### src/rtl/uart_periph.sv
// uart_periph: register-mapped full-duplex UART with TX/RX FIFOs, run-time baud divisor, sticky errors.
// Define UART_PARITY_EN to add an even-parity bit to every frame (TX inserts, RX checks).
module uart_periph #(
    parameter int unsigned DataWidth  = 8,
    parameter int unsigned FifoDepth  = 8,
    parameter int unsigned DefaultDiv = 53
) (
    input  logic        clk_i,
    input  logic        rst_i,
    input  logic        wr_en_i,
    input  logic        rd_en_i,
    input  logic [1:0]  addr_i,
    input  logic [15:0] data_i,
    output logic [15:0] data_o,
    input  logic        rx_i,
    output logic        tx_o,
    output logic        irq_o
);
    localparam int unsigned PtrW    = $clog2(FifoDepth);
    localparam logic [3:0]  LastIdx = 4'(DataWidth - 1);

    typedef enum logic [2:0] {
        StIdle,
        StStart,
        StData,
`ifdef UART_PARITY_EN
        StParity,
`endif
        StStop
    } state_e;

    logic tx_wr, rx_rd, stat_wr, div_wr;
    assign tx_wr   = wr_en_i && (addr_i == 2'd0);
    assign rx_rd   = rd_en_i && (addr_i == 2'd1);
    assign stat_wr = wr_en_i && (addr_i == 2'd2);
    assign div_wr  = wr_en_i && (addr_i == 2'd3);

    // Shared 16x baud tick
    logic [15:0] div_q, baud_cnt_q;
    logic        tick;
    assign tick = (baud_cnt_q == 16'd0);

    always_ff @(posedge clk_i) begin
        if (rst_i) begin
            div_q      <= 16'(DefaultDiv);
            baud_cnt_q <= 16'd0;
        end else if (div_wr) begin
            div_q      <= data_i;
            baud_cnt_q <= 16'd0;
        end else begin
            baud_cnt_q <= tick ? div_q : baud_cnt_q - 16'd1;
        end
    end

    // FIFOs: extra pointer bit distinguishes full from empty
    logic [DataWidth-1:0] tx_mem [FifoDepth];
    logic [DataWidth-1:0] rx_mem [FifoDepth];
    logic [PtrW:0]        tx_wp_q, tx_rp_q, rx_wp_q, rx_rp_q;
    logic                 tx_full, tx_empty, tx_push, tx_pop;
    logic                 rx_full, rx_empty, rx_push, rx_pop;
    logic [DataWidth-1:0] tx_head, rx_head, rx_sh_q, rx_sh_d;

    assign tx_empty = (tx_wp_q == tx_rp_q);
    assign tx_full  = (tx_wp_q[PtrW] != tx_rp_q[PtrW]) &&
                      (tx_wp_q[PtrW-1:0] == tx_rp_q[PtrW-1:0]);
    assign rx_empty = (rx_wp_q == rx_rp_q);
    assign rx_full  = (rx_wp_q[PtrW] != rx_rp_q[PtrW]) &&
                      (rx_wp_q[PtrW-1:0] == rx_rp_q[PtrW-1:0]);
    assign tx_head  = tx_mem[tx_rp_q[PtrW-1:0]];
    assign rx_head  = rx_mem[rx_rp_q[PtrW-1:0]];
    assign tx_push  = tx_wr && !tx_full;
    assign rx_pop   = rx_rd && !rx_empty;

    always_ff @(posedge clk_i) begin
        if (tx_push) tx_mem[tx_wp_q[PtrW-1:0]] <= data_i[DataWidth-1:0];
        if (rx_push) rx_mem[rx_wp_q[PtrW-1:0]] <= rx_sh_q;
    end

    always_ff @(posedge clk_i) begin
        if (rst_i) begin
            tx_wp_q <= '0;
            tx_rp_q <= '0;
            rx_wp_q <= '0;
            rx_rp_q <= '0;
        end else begin
            if (tx_push) tx_wp_q <= tx_wp_q + 1'b1;
            if (tx_pop)  tx_rp_q <= tx_rp_q + 1'b1;
            if (rx_push) rx_wp_q <= rx_wp_q + 1'b1;
            if (rx_pop)  rx_rp_q <= rx_rp_q + 1'b1;
        end
    end

    // Transmitter
    state_e               tx_state_q, tx_state_d;
    logic [3:0]           tx_tick_q, tx_tick_d, tx_idx_q, tx_idx_d;
    logic [DataWidth-1:0] tx_sh_q, tx_sh_d;
    logic                 tx_bit_done;
`ifdef UART_PARITY_EN
    logic                 tx_par_q, tx_par_d;
`endif
    assign tx_bit_done = tick && (tx_tick_q == 4'd15);

    always_comb begin
        tx_state_d = tx_state_q;
        tx_tick_d  = tick ? tx_tick_q + 4'd1 : tx_tick_q;
        tx_idx_d   = tx_idx_q;
        tx_sh_d    = tx_sh_q;
        tx_pop     = 1'b0;
`ifdef UART_PARITY_EN
        tx_par_d   = tx_par_q;
`endif
        case (tx_state_q)
            StIdle: begin
                if (!tx_empty) begin
                    tx_pop     = 1'b1;
                    tx_state_d = StStart;
                    tx_tick_d  = 4'd0;
                    tx_sh_d    = tx_head;
`ifdef UART_PARITY_EN
                    tx_par_d   = ^tx_head;
`endif
                end
            end
            StStart: begin
                if (tx_bit_done) begin
                    tx_state_d = StData;
                    tx_idx_d   = 4'd0;
                end
            end
            StData: begin
                if (tx_bit_done) begin
                    tx_sh_d  = tx_sh_q >> 1;
                    tx_idx_d = tx_idx_q + 4'd1;
`ifdef UART_PARITY_EN
                    if (tx_idx_q == LastIdx) tx_state_d = StParity;
`else
                    if (tx_idx_q == LastIdx) tx_state_d = StStop;
`endif
                end
            end
`ifdef UART_PARITY_EN
            StParity: if (tx_bit_done) tx_state_d = StStop;
`endif
            StStop: begin
                if (tx_bit_done) begin
                    // Back-to-back frames: straight into the next start bit
                    if (!tx_empty) begin
                        tx_pop     = 1'b1;
                        tx_state_d = StStart;
                        tx_sh_d    = tx_head;
`ifdef UART_PARITY_EN
                        tx_par_d   = ^tx_head;
`endif
                    end else begin
                        tx_state_d = StIdle;
                    end
                end
            end
            default: tx_state_d = StIdle;
        endcase
    end

    always_comb begin
        tx_o = 1'b1;
        case (tx_state_q)
            StStart:  tx_o = 1'b0;
            StData:   tx_o = tx_sh_q[0];
`ifdef UART_PARITY_EN
            StParity: tx_o = tx_par_q;
`endif
            default:  tx_o = 1'b1;
        endcase
    end

    // Receiver
    state_e     rx_state_q, rx_state_d;
    logic [3:0] rx_tick_q, rx_tick_d, rx_idx_q, rx_idx_d;
    logic       rx_meta_q, rx_sync_q, rx_prev_q, rx_mid, rx_bit_end;
    logic       ovr_set, ferr_set, perr_set;
`ifdef UART_PARITY_EN
    logic       rx_par_q, rx_par_d;
`endif
    assign rx_mid     = tick && (rx_tick_q == 4'd7);
    assign rx_bit_end = tick && (rx_tick_q == 4'd15);

    always_comb begin
        rx_state_d = rx_state_q;
        rx_tick_d  = tick ? rx_tick_q + 4'd1 : rx_tick_q;
        rx_idx_d   = rx_idx_q;
        rx_sh_d    = rx_sh_q;
        rx_push    = 1'b0;
        ovr_set    = 1'b0;
        ferr_set   = 1'b0;
        perr_set   = 1'b0;
`ifdef UART_PARITY_EN
        rx_par_d   = rx_par_q;
`endif
        case (rx_state_q)
            StIdle: begin
                if (rx_prev_q && !rx_sync_q) begin
                    rx_state_d = StStart;
                    rx_tick_d  = 4'd0;
                end
            end
            StStart: begin
                if (rx_mid) begin
                    rx_state_d = rx_sync_q ? StIdle : StData;
                    rx_tick_d  = 4'd0;
                    rx_idx_d   = 4'd0;
                end
            end
            StData: begin
                if (rx_bit_end) begin
                    rx_sh_d  = {rx_sync_q, rx_sh_q[DataWidth-1:1]};
                    rx_idx_d = rx_idx_q + 4'd1;
`ifdef UART_PARITY_EN
                    if (rx_idx_q == LastIdx) rx_state_d = StParity;
`else
                    if (rx_idx_q == LastIdx) rx_state_d = StStop;
`endif
                end
            end
`ifdef UART_PARITY_EN
            StParity: begin
                if (rx_bit_end) begin
                    rx_par_d   = rx_sync_q;
                    rx_state_d = StStop;
                end
            end
`endif
            StStop: begin
                if (rx_bit_end) begin
                    rx_state_d = StIdle;
                    if (!rx_sync_q) ferr_set = 1'b1;
`ifdef UART_PARITY_EN
                    else if ((^rx_sh_q) != rx_par_q) perr_set = 1'b1;
`endif
                    else if (rx_full) ovr_set = 1'b1;
                    else rx_push = 1'b1;
                end
            end
            default: rx_state_d = StIdle;
        endcase
    end

    // Status, interrupt and read-data registers
    logic        ovr_q, ferr_q, perr_q, irq_q;
    logic [15:0] status, rd_data;
    assign status = {8'd0, perr_q, ferr_q, ovr_q, (tx_state_q != StIdle),
                     rx_full, rx_empty, tx_empty, tx_full};
    assign irq_o  = irq_q;

    always_comb begin
        rd_data = 16'd0;
        case (addr_i)
            2'd1:    rd_data = rx_empty ? 16'd0 : 16'(rx_head);
            2'd2:    rd_data = status;
            2'd3:    rd_data = div_q;
            default: rd_data = 16'd0;
        endcase
    end

    always_ff @(posedge clk_i) begin
        if (rst_i) begin
            tx_state_q <= StIdle;
            tx_tick_q  <= 4'd0;
            tx_idx_q   <= 4'd0;
            tx_sh_q    <= '0;
            rx_state_q <= StIdle;
            rx_tick_q  <= 4'd0;
            rx_idx_q   <= 4'd0;
            rx_sh_q    <= '0;
            rx_meta_q  <= 1'b1;
            rx_sync_q  <= 1'b1;
            rx_prev_q  <= 1'b1;
            ovr_q      <= 1'b0;
            ferr_q     <= 1'b0;
            perr_q     <= 1'b0;
            irq_q      <= 1'b0;
            data_o     <= 16'd0;
        end else begin
            tx_state_q <= tx_state_d;
            tx_tick_q  <= tx_tick_d;
            tx_idx_q   <= tx_idx_d;
            tx_sh_q    <= tx_sh_d;
            rx_state_q <= rx_state_d;
            rx_tick_q  <= rx_tick_d;
            rx_idx_q   <= rx_idx_d;
            rx_sh_q    <= rx_sh_d;
            rx_meta_q  <= rx_i;
            rx_sync_q  <= rx_meta_q;
            rx_prev_q  <= rx_sync_q;
            // Set beats write-one-to-clear in the same cycle
            ovr_q      <= (ovr_q && !(stat_wr && data_i[5])) || ovr_set;
            ferr_q     <= (ferr_q && !(stat_wr && data_i[6])) || ferr_set;
            perr_q     <= (perr_q && !(stat_wr && data_i[7])) || perr_set;
            irq_q      <= !rx_empty || ovr_q || ferr_q || perr_q;
            if (rd_en_i) data_o <= rd_data;
        end
    end

`ifdef UART_PARITY_EN
    always_ff @(posedge clk_i) begin
        if (rst_i) begin
            tx_par_q <= 1'b0;
            rx_par_q <= 1'b0;
        end else begin
            tx_par_q <= tx_par_d;
            rx_par_q <= rx_par_d;
        end
    end
`endif
endmodule

### config.mk
export PLATFORM = sky130hd
export DESIGN_NAME = uart_periph
export DESIGN_NICKNAME = d
export VERILOG_FILES = /design/src/rtl/uart_periph.sv
export SDC_FILE = /design/constraint.sdc
export NUM_CORES = 1
export LEC_CHECK = 0
export CORE_UTILIZATION = 55
export CTS_CLUSTER_SIZE = 20
export DETAILED_ROUTE_END_ITERATION = 16
export MAX_ROUTING_LAYER = met4
export PLACE_DENSITY = 0.77
export SYNTH_ARGS = -nofsm -noshare
export SYNTH_HDL_FRONTEND = slang
export SYNTH_SLANG_ARGS = --single-unit
### constraint.sdc
create_clock -name clk_i -period 2.91 [get_ports clk_i]
set_clock_uncertainty 0.2 [all_clocks]
set_input_delay 0.582 -clock clk_i [delete_from_list [all_inputs] [get_ports clk_i]]
set_output_delay 0.582 -clock clk_i [all_outputs]
set_load 0.05 [all_outputs]
* After elaboration in Yosys (flattened, before gate mapping)
Memories as Yosys holds them, arrays and structs flattened. A register that Yosys moved wholly into a read port is not among the register bits.
Index checks and enable logic that the tools add are counted.
** Cells by class
- $add $sub $neg :: 9
- Eq/ne operators :: 30
- Multiplexer cells :: 57
- Reduce and logical (&&, ||, !) cells :: 44
** Operator list (count)
- $pmux 16 s3 :: 1
- $mux 3 :: 14
- $mux 4 :: 10
- $add 4x1->4 const B :: 8
- $mux 8 :: 4
- $pmux 3 s4 :: 2
- $pmux 4 s2 :: 3
- $pmux 8 s3 :: 1
- $ne 2x2->1 const B :: 10
- $logic_and 1x1->1 :: 18
- $mux 1 :: 18
- $logic_not 16->1 :: 1
- $mux 16 :: 1
- $sub 16x1->16 const B :: 1
- $eq 3x2->1 const B :: 4
- $eq 4x3->1 const B :: 3
- $reduce_and 5->1 :: 2
- $reduce_and 3->1 :: 3
- $eq 4x4->1 :: 2
- $eq 4x4->1 const B :: 2
- $eq 3x1->1 const B :: 2
- $eq 3x3->1 :: 2
- $logic_not 1->1 :: 6
- $logic_not 3->1 :: 2
- 11 further kinds :: 20
** Storage, ports and cells
- Register bits after elaboration :: 109
- Memory bits (writable) :: 128
- Output and inout bits :: 18
- Word-level logic and storage cells :: 164
- Memories kept :: 2
** Memories
- rx_mem :: depth 8, width 8, read ports 1, clocked after memory_dff 1, write ports 1, line 57 : logic [DataWidth-1:0] rx_mem [FifoDepth];
- tx_mem :: depth 8, width 8, read ports 1, clocked after memory_dff 1, write ports 1, line 56 : logic [DataWidth-1:0] tx_mem [FifoDepth];

* Logic depth before layout (Yosys ltp)
- Word-level depth :: 8
- Depth in mapped cells :: 9
- Gate-level depth less buffers :: 7

* Worst setup path after synthesis
OpenSTA, ideal clock, no wires.
- Kind :: flip-flop to flip-flop
- From :: register baud_cnt_q[0]
- To :: memory rx_mem[0][0], enable pin
- Arrival :: 2.325 ns
- Data required time :: 2.327 ns
- Setup slack :: 0.002 ns
- Cell stages (with the launch flop) :: 10
- Period minus slack after synthesis :: 2.908 ns
- Path through :: dfxtp_1 -> inv_1 -> ha_1 -> nor2b_1 -> and4_1 -> buf_2 -> buf_2 -> nand3_1 -> or2_1 -> nor3_1
** On the way
- Longest elaborated chain between the ends :: 6
** RTL lines
- start: declaration :: line 39 : logic [15:0] div_q, baud_cnt_q;
- start signal: assignment :: line 51 : baud_cnt_q <= tick ? div_q : baud_cnt_q - 16'd1;
- $logic_not 16->1 :: line 41 : assign tick = (baud_cnt_q == 16'd0);
- $logic_and 1x1->1 :: line 184 : assign rx_bit_end = tick && (rx_tick_q == 4'd15);
- $mux 1 :: line 232 : if (rx_bit_end) begin
- $mux 1 :: line 198 : case (rx_state_q)
- $mux 1 :: line 76 : if (rx_push) rx_mem[rx_wp_q[PtrW-1:0]] <= rx_sh_q;
- $mux 1 (not written as such) :: line 76
- end: declaration :: line 57
Every way passes these cells.

* Worst setup path in the final report
- From :: register tx_state_q[0]
- To :: output tx_o
** On the way
- Longest elaborated chain between the ends :: 2
** RTL lines
- start: declaration :: line 94 : state_e tx_state_q, tx_state_d;
- start signal: assignment :: line 265 : tx_state_q <= StIdle;
- start signal: assignment :: line 282 : tx_state_q <= tx_state_d;
- $eq 3x2->1 or $eq 3x1->1 (tied branches) :: line 165 : case (tx_state_q)
- $pmux 1 s2 (*) :: line 165
- end: declaration :: line 16 : output logic tx_o,
Mark *: on every way between the ends. The rest lies on a longest branch, timed or not.

==> summary.md <==
| Metric | Value |
|---|---|
| Outcome | `finished clean` |
| Reg-to-Reg End | `rx_mem[1][2]` |
| Die Area | `18800 um2` |
| Post-route cell area | `11700 um2` |
| Final setup violation count | `0` |
| Final WL | `22.5 mm` |
| Async set-reset flop share out of synthesis | `0%` |
| Hold EP | `rx_sync_q` |
| Pin count of the biggest net entering global routing | `28` |
| Number of buffers created by CTS | `24` |
| EDFF count, synth | `128` |
| Crit path kind | `flip-flop to output pin` |
| Max Fclk | `0.373 GHz` |
| I/O pins | `41` |
| Port Buffers | `40` |
| Ranking of synthesized cells by area | `edfxtp_1 (38%), dfxtp_1 (23%), mux4_2 (7.2%), nand2_1 (3.6%), nor2_1 (2.5%)` |
| RD Place Congestion | `0.866` |
| # DRC | `0` |
| Worst-case reg-to-reg path depth | `8` |
| Post-route antenna net violation count | `0` |
| Hold path depth | `1` |
| Clock Latency Late Sink | `0.51 ns` |
| Fin. max-slew vios | `0` |
| Syn_area_per_cell | `12.3 um2` |
| Post-synthesis cell count | `816` |
| CTS tree | `built` |
| DP Area | `10800 um2` |
| Worst setup EP type | `output pin` |
| Synth Flop Type | `edfxtp_1` |
| P_leak | `3.99 nW` |
| Yosys top cell area share | `38.4%` |
| Top-count cell post-synth | `edfxtp_1` |
| Share of cells above drive strength 1 | `15.9%` |
| GR Overflow Total | `0` |
| Hold crit path type | `flip-flop to flip-flop` |
| Wire length per cell | `20.0 um` |
| Vias per inst | `6.05` |
| Reg2reg start | `baud_cnt_q[0]` |
| Dpl hpwl | `15.7 mm` |
| CP startpoint kind | `flip-flop` |
| Drt first-iter violations | `511` |
| Flop-to-flop setup slack | `0.29 ns` |
| Worst EP arrival | `1.90 ns` |
| Area Overhead vs Synth | `16.4%` |
| Slew @ Worst Pin | `0.778 ns` |
| Pwr per Cell Area | `764 nW/um2` |
| Maximum clock insertion buffer count | `3` |
| First-pass GRT wire length | `35.1 mm` |
| GRT Resource Usage Total | `25.5%` |
| Root Buffer | `clkbuf_16` |
| Tmin final | `2.68 ns` |
| Die Y | `137 um` |
| Vias | `6802` |
| Worst-path clk slew | `0.06 ns` |
| Ys Warns | `0` |
| Endpoints failing hold | `0` |
| Fin crit share | `92.1%` |
| ANT cells | `0` |
| Vias in the first global route | `6664` |
| Maxcap violations | `0` |
| Std cell rows | `48` |
| CTS Hold Bufs | `0` |
| # clock sinks | `241` |
| CP required | `2.13 ns` |
| CP startpoint | `tx_state_q[0]` |
| Syn nets | `853` |
| Final hold slack | `0.220 ns` |
| Yosys cell types | `58` |
| Setup TNS | `0 ns` |
| Slew HR | `48.1%` |
| Hold Crit Start | `rx_meta_q` |
| Mapped Area | `10000 um2` |
| Seq cells post-synth | `241` |
| H-tree levels | `1` |
| Top cells by count, synth | `edfxtp_1 (128), dfxtp_1 (113), nand2_1 (96)` |
| Worst VDD drop | `0.000513 V` |
| Setup repair after global routing missed its margin | `no` |
| Die X | `137 um` |
| First-pass iteration count of the detailed router | `7` |
| Core ar. | `17500 um2` |
| Layout Nets | `919` |
| Leading area contributor after synthesis | `edfxtp_1` |
| Initial antenna violation count | `0` |
| Sequential share of the synthesized area | `60.9%` |
| Max Fanout on Critical Path | `10` |
| Initial core utilization | `57.1%` |
| Filler cell count | `1233` |
metrics by stage:
stage | setup WS (ns) | power (mW) | cells | util, %
3_3_place_gp | 0.255 | 5.77 | 1079 | 61.9
2_1_floorplan | 0.00164 | 5.32 | 816 | -
6_report | 0.230 | 8.91 | 1125 | 66.5
5_1_grt | 0.106 | 9.26 | 1125 | 66.5
4_1_cts | 0.0656 | 8.95 | 1125 | 66.5
3_5_place_dp | 0.251 | 5.86 | 1079 | 61.9
cell usage in the layout (no fill, tap or decap), types with 4 or more instances in the layout:
cell type	n
edfxtp_1	128
dfxtp_1	113
nand2_1	96
nor2_1	68
a21oi_1	50
buf_4	44
clkdlybuf4s50_1	38
nand3_1	34
mux4_2	32
clkbuf_16	25
nor3_1	23
o21ai_0	20
xnor2_1	18
mux2i_1	16
a211oi_1	14
xor2_1	13
nand2b_1	13
ha_1	13
mux2_2	10
inv_1	8
a22oi_1	8
nand4_1	7
or2_2	7
o211ai_1	7
or4_1	7
nor2b_1	6
o22a_1	6
or3_1	6
clkbuf_1	5
mux2_1	4
nand4b_1	4
and3_1	4
clkinv_2	4
critical path, cell delays in order (launching register included):
cell        delay (ns)
dfxtp_1           0.35
inv_1             0.12
ha_2              0.33
clkinvlp_4        0.17
a21oi_1           0.25
buf_12            0.17
final cells by class:
class                   instances  area [um2]  area share, %
multi-input cells             521        3700           31.8
inverters                      10        41.3          0.354
clock inverters                12         120           1.03
well taps                     225         282           2.41
repair buffers                 84         736           6.31
clock buffers                  32         672           5.76
flip-flops and latches        241        6110           52.4
worst max-delay path by stage:
stage	endpoint	depth (start not counted)	slack, ns
finish	tx_o	5	0.23
floorplan	rx_mem[0][0]	9	0.002
CTS	tx_o	5	0.07
global route	rx_mem[1][2]	8	0.11
global placement	tx_mem[0][6]	6	0.26
detailed placement	tx_mem[0][6]	6	0.25
metal layers:
layer	vias up	wire length (um)	part of all wire [%]	track usage [%]
li1	3141	-	-	-
met1	3376	9110	40	32.0
met2	244	11400	51	42.5
met3	41	1490	6.6	4.52
met4	0	529	2.4	7.02
met5	-	0	0	-
kinds of logic after synthesis:
| family | after synthesis | share of synthesized area [%] |
|---|---|---|
| AOI/OAI and AO/OA | 120 | 7.59 |
| muxes | 63 | 10.5 |
| adders and majority gates | 14 | 1.75 |
| DFF | 241 | 60.9 |
| and+or+nand+nor | 293 | 14.4 |
| xor gates and xnor gates | 31 | 2.71 |
| buffers and inverters | 54 | 2.11 |
registers in the layout, indices dropped and copies added, names as in the netlist, 2 cells and up, named ones only:
name,flops
rx_rp_q,4
baud_cnt_q,16
rx_mem,64
tx_sh_q,8
rx_idx_q,4
tx_wp_q,4
rx_tick_q,4
tx_idx_q,4
div_q,16
rx_state_q,2
tx_rp_q,4
tx_state_q,2
rx_wp_q,4
tx_mem,64
rx_sh_q,8
data_o,16
tx_tick_q,4
where the power goes:
part | internal (mW) | leakage (nW) | switching (mW)
clock network | 1.81 | 0.384 | 1.26
logic | 0.802 | 1.52 | 1.09
registers | 3.76 | 2.09 | 0.198
total | 6.36 | 3.99 | 2.55
what timing repair did:
item,CTS,global route
endpoints found under the hold margin,0,0
resized for setup,1,1
cloned,0,0
setup endpoints to repair,1,1
buffers inserted,2,0
No activity file was read; power rests on OpenSTA's default activity.
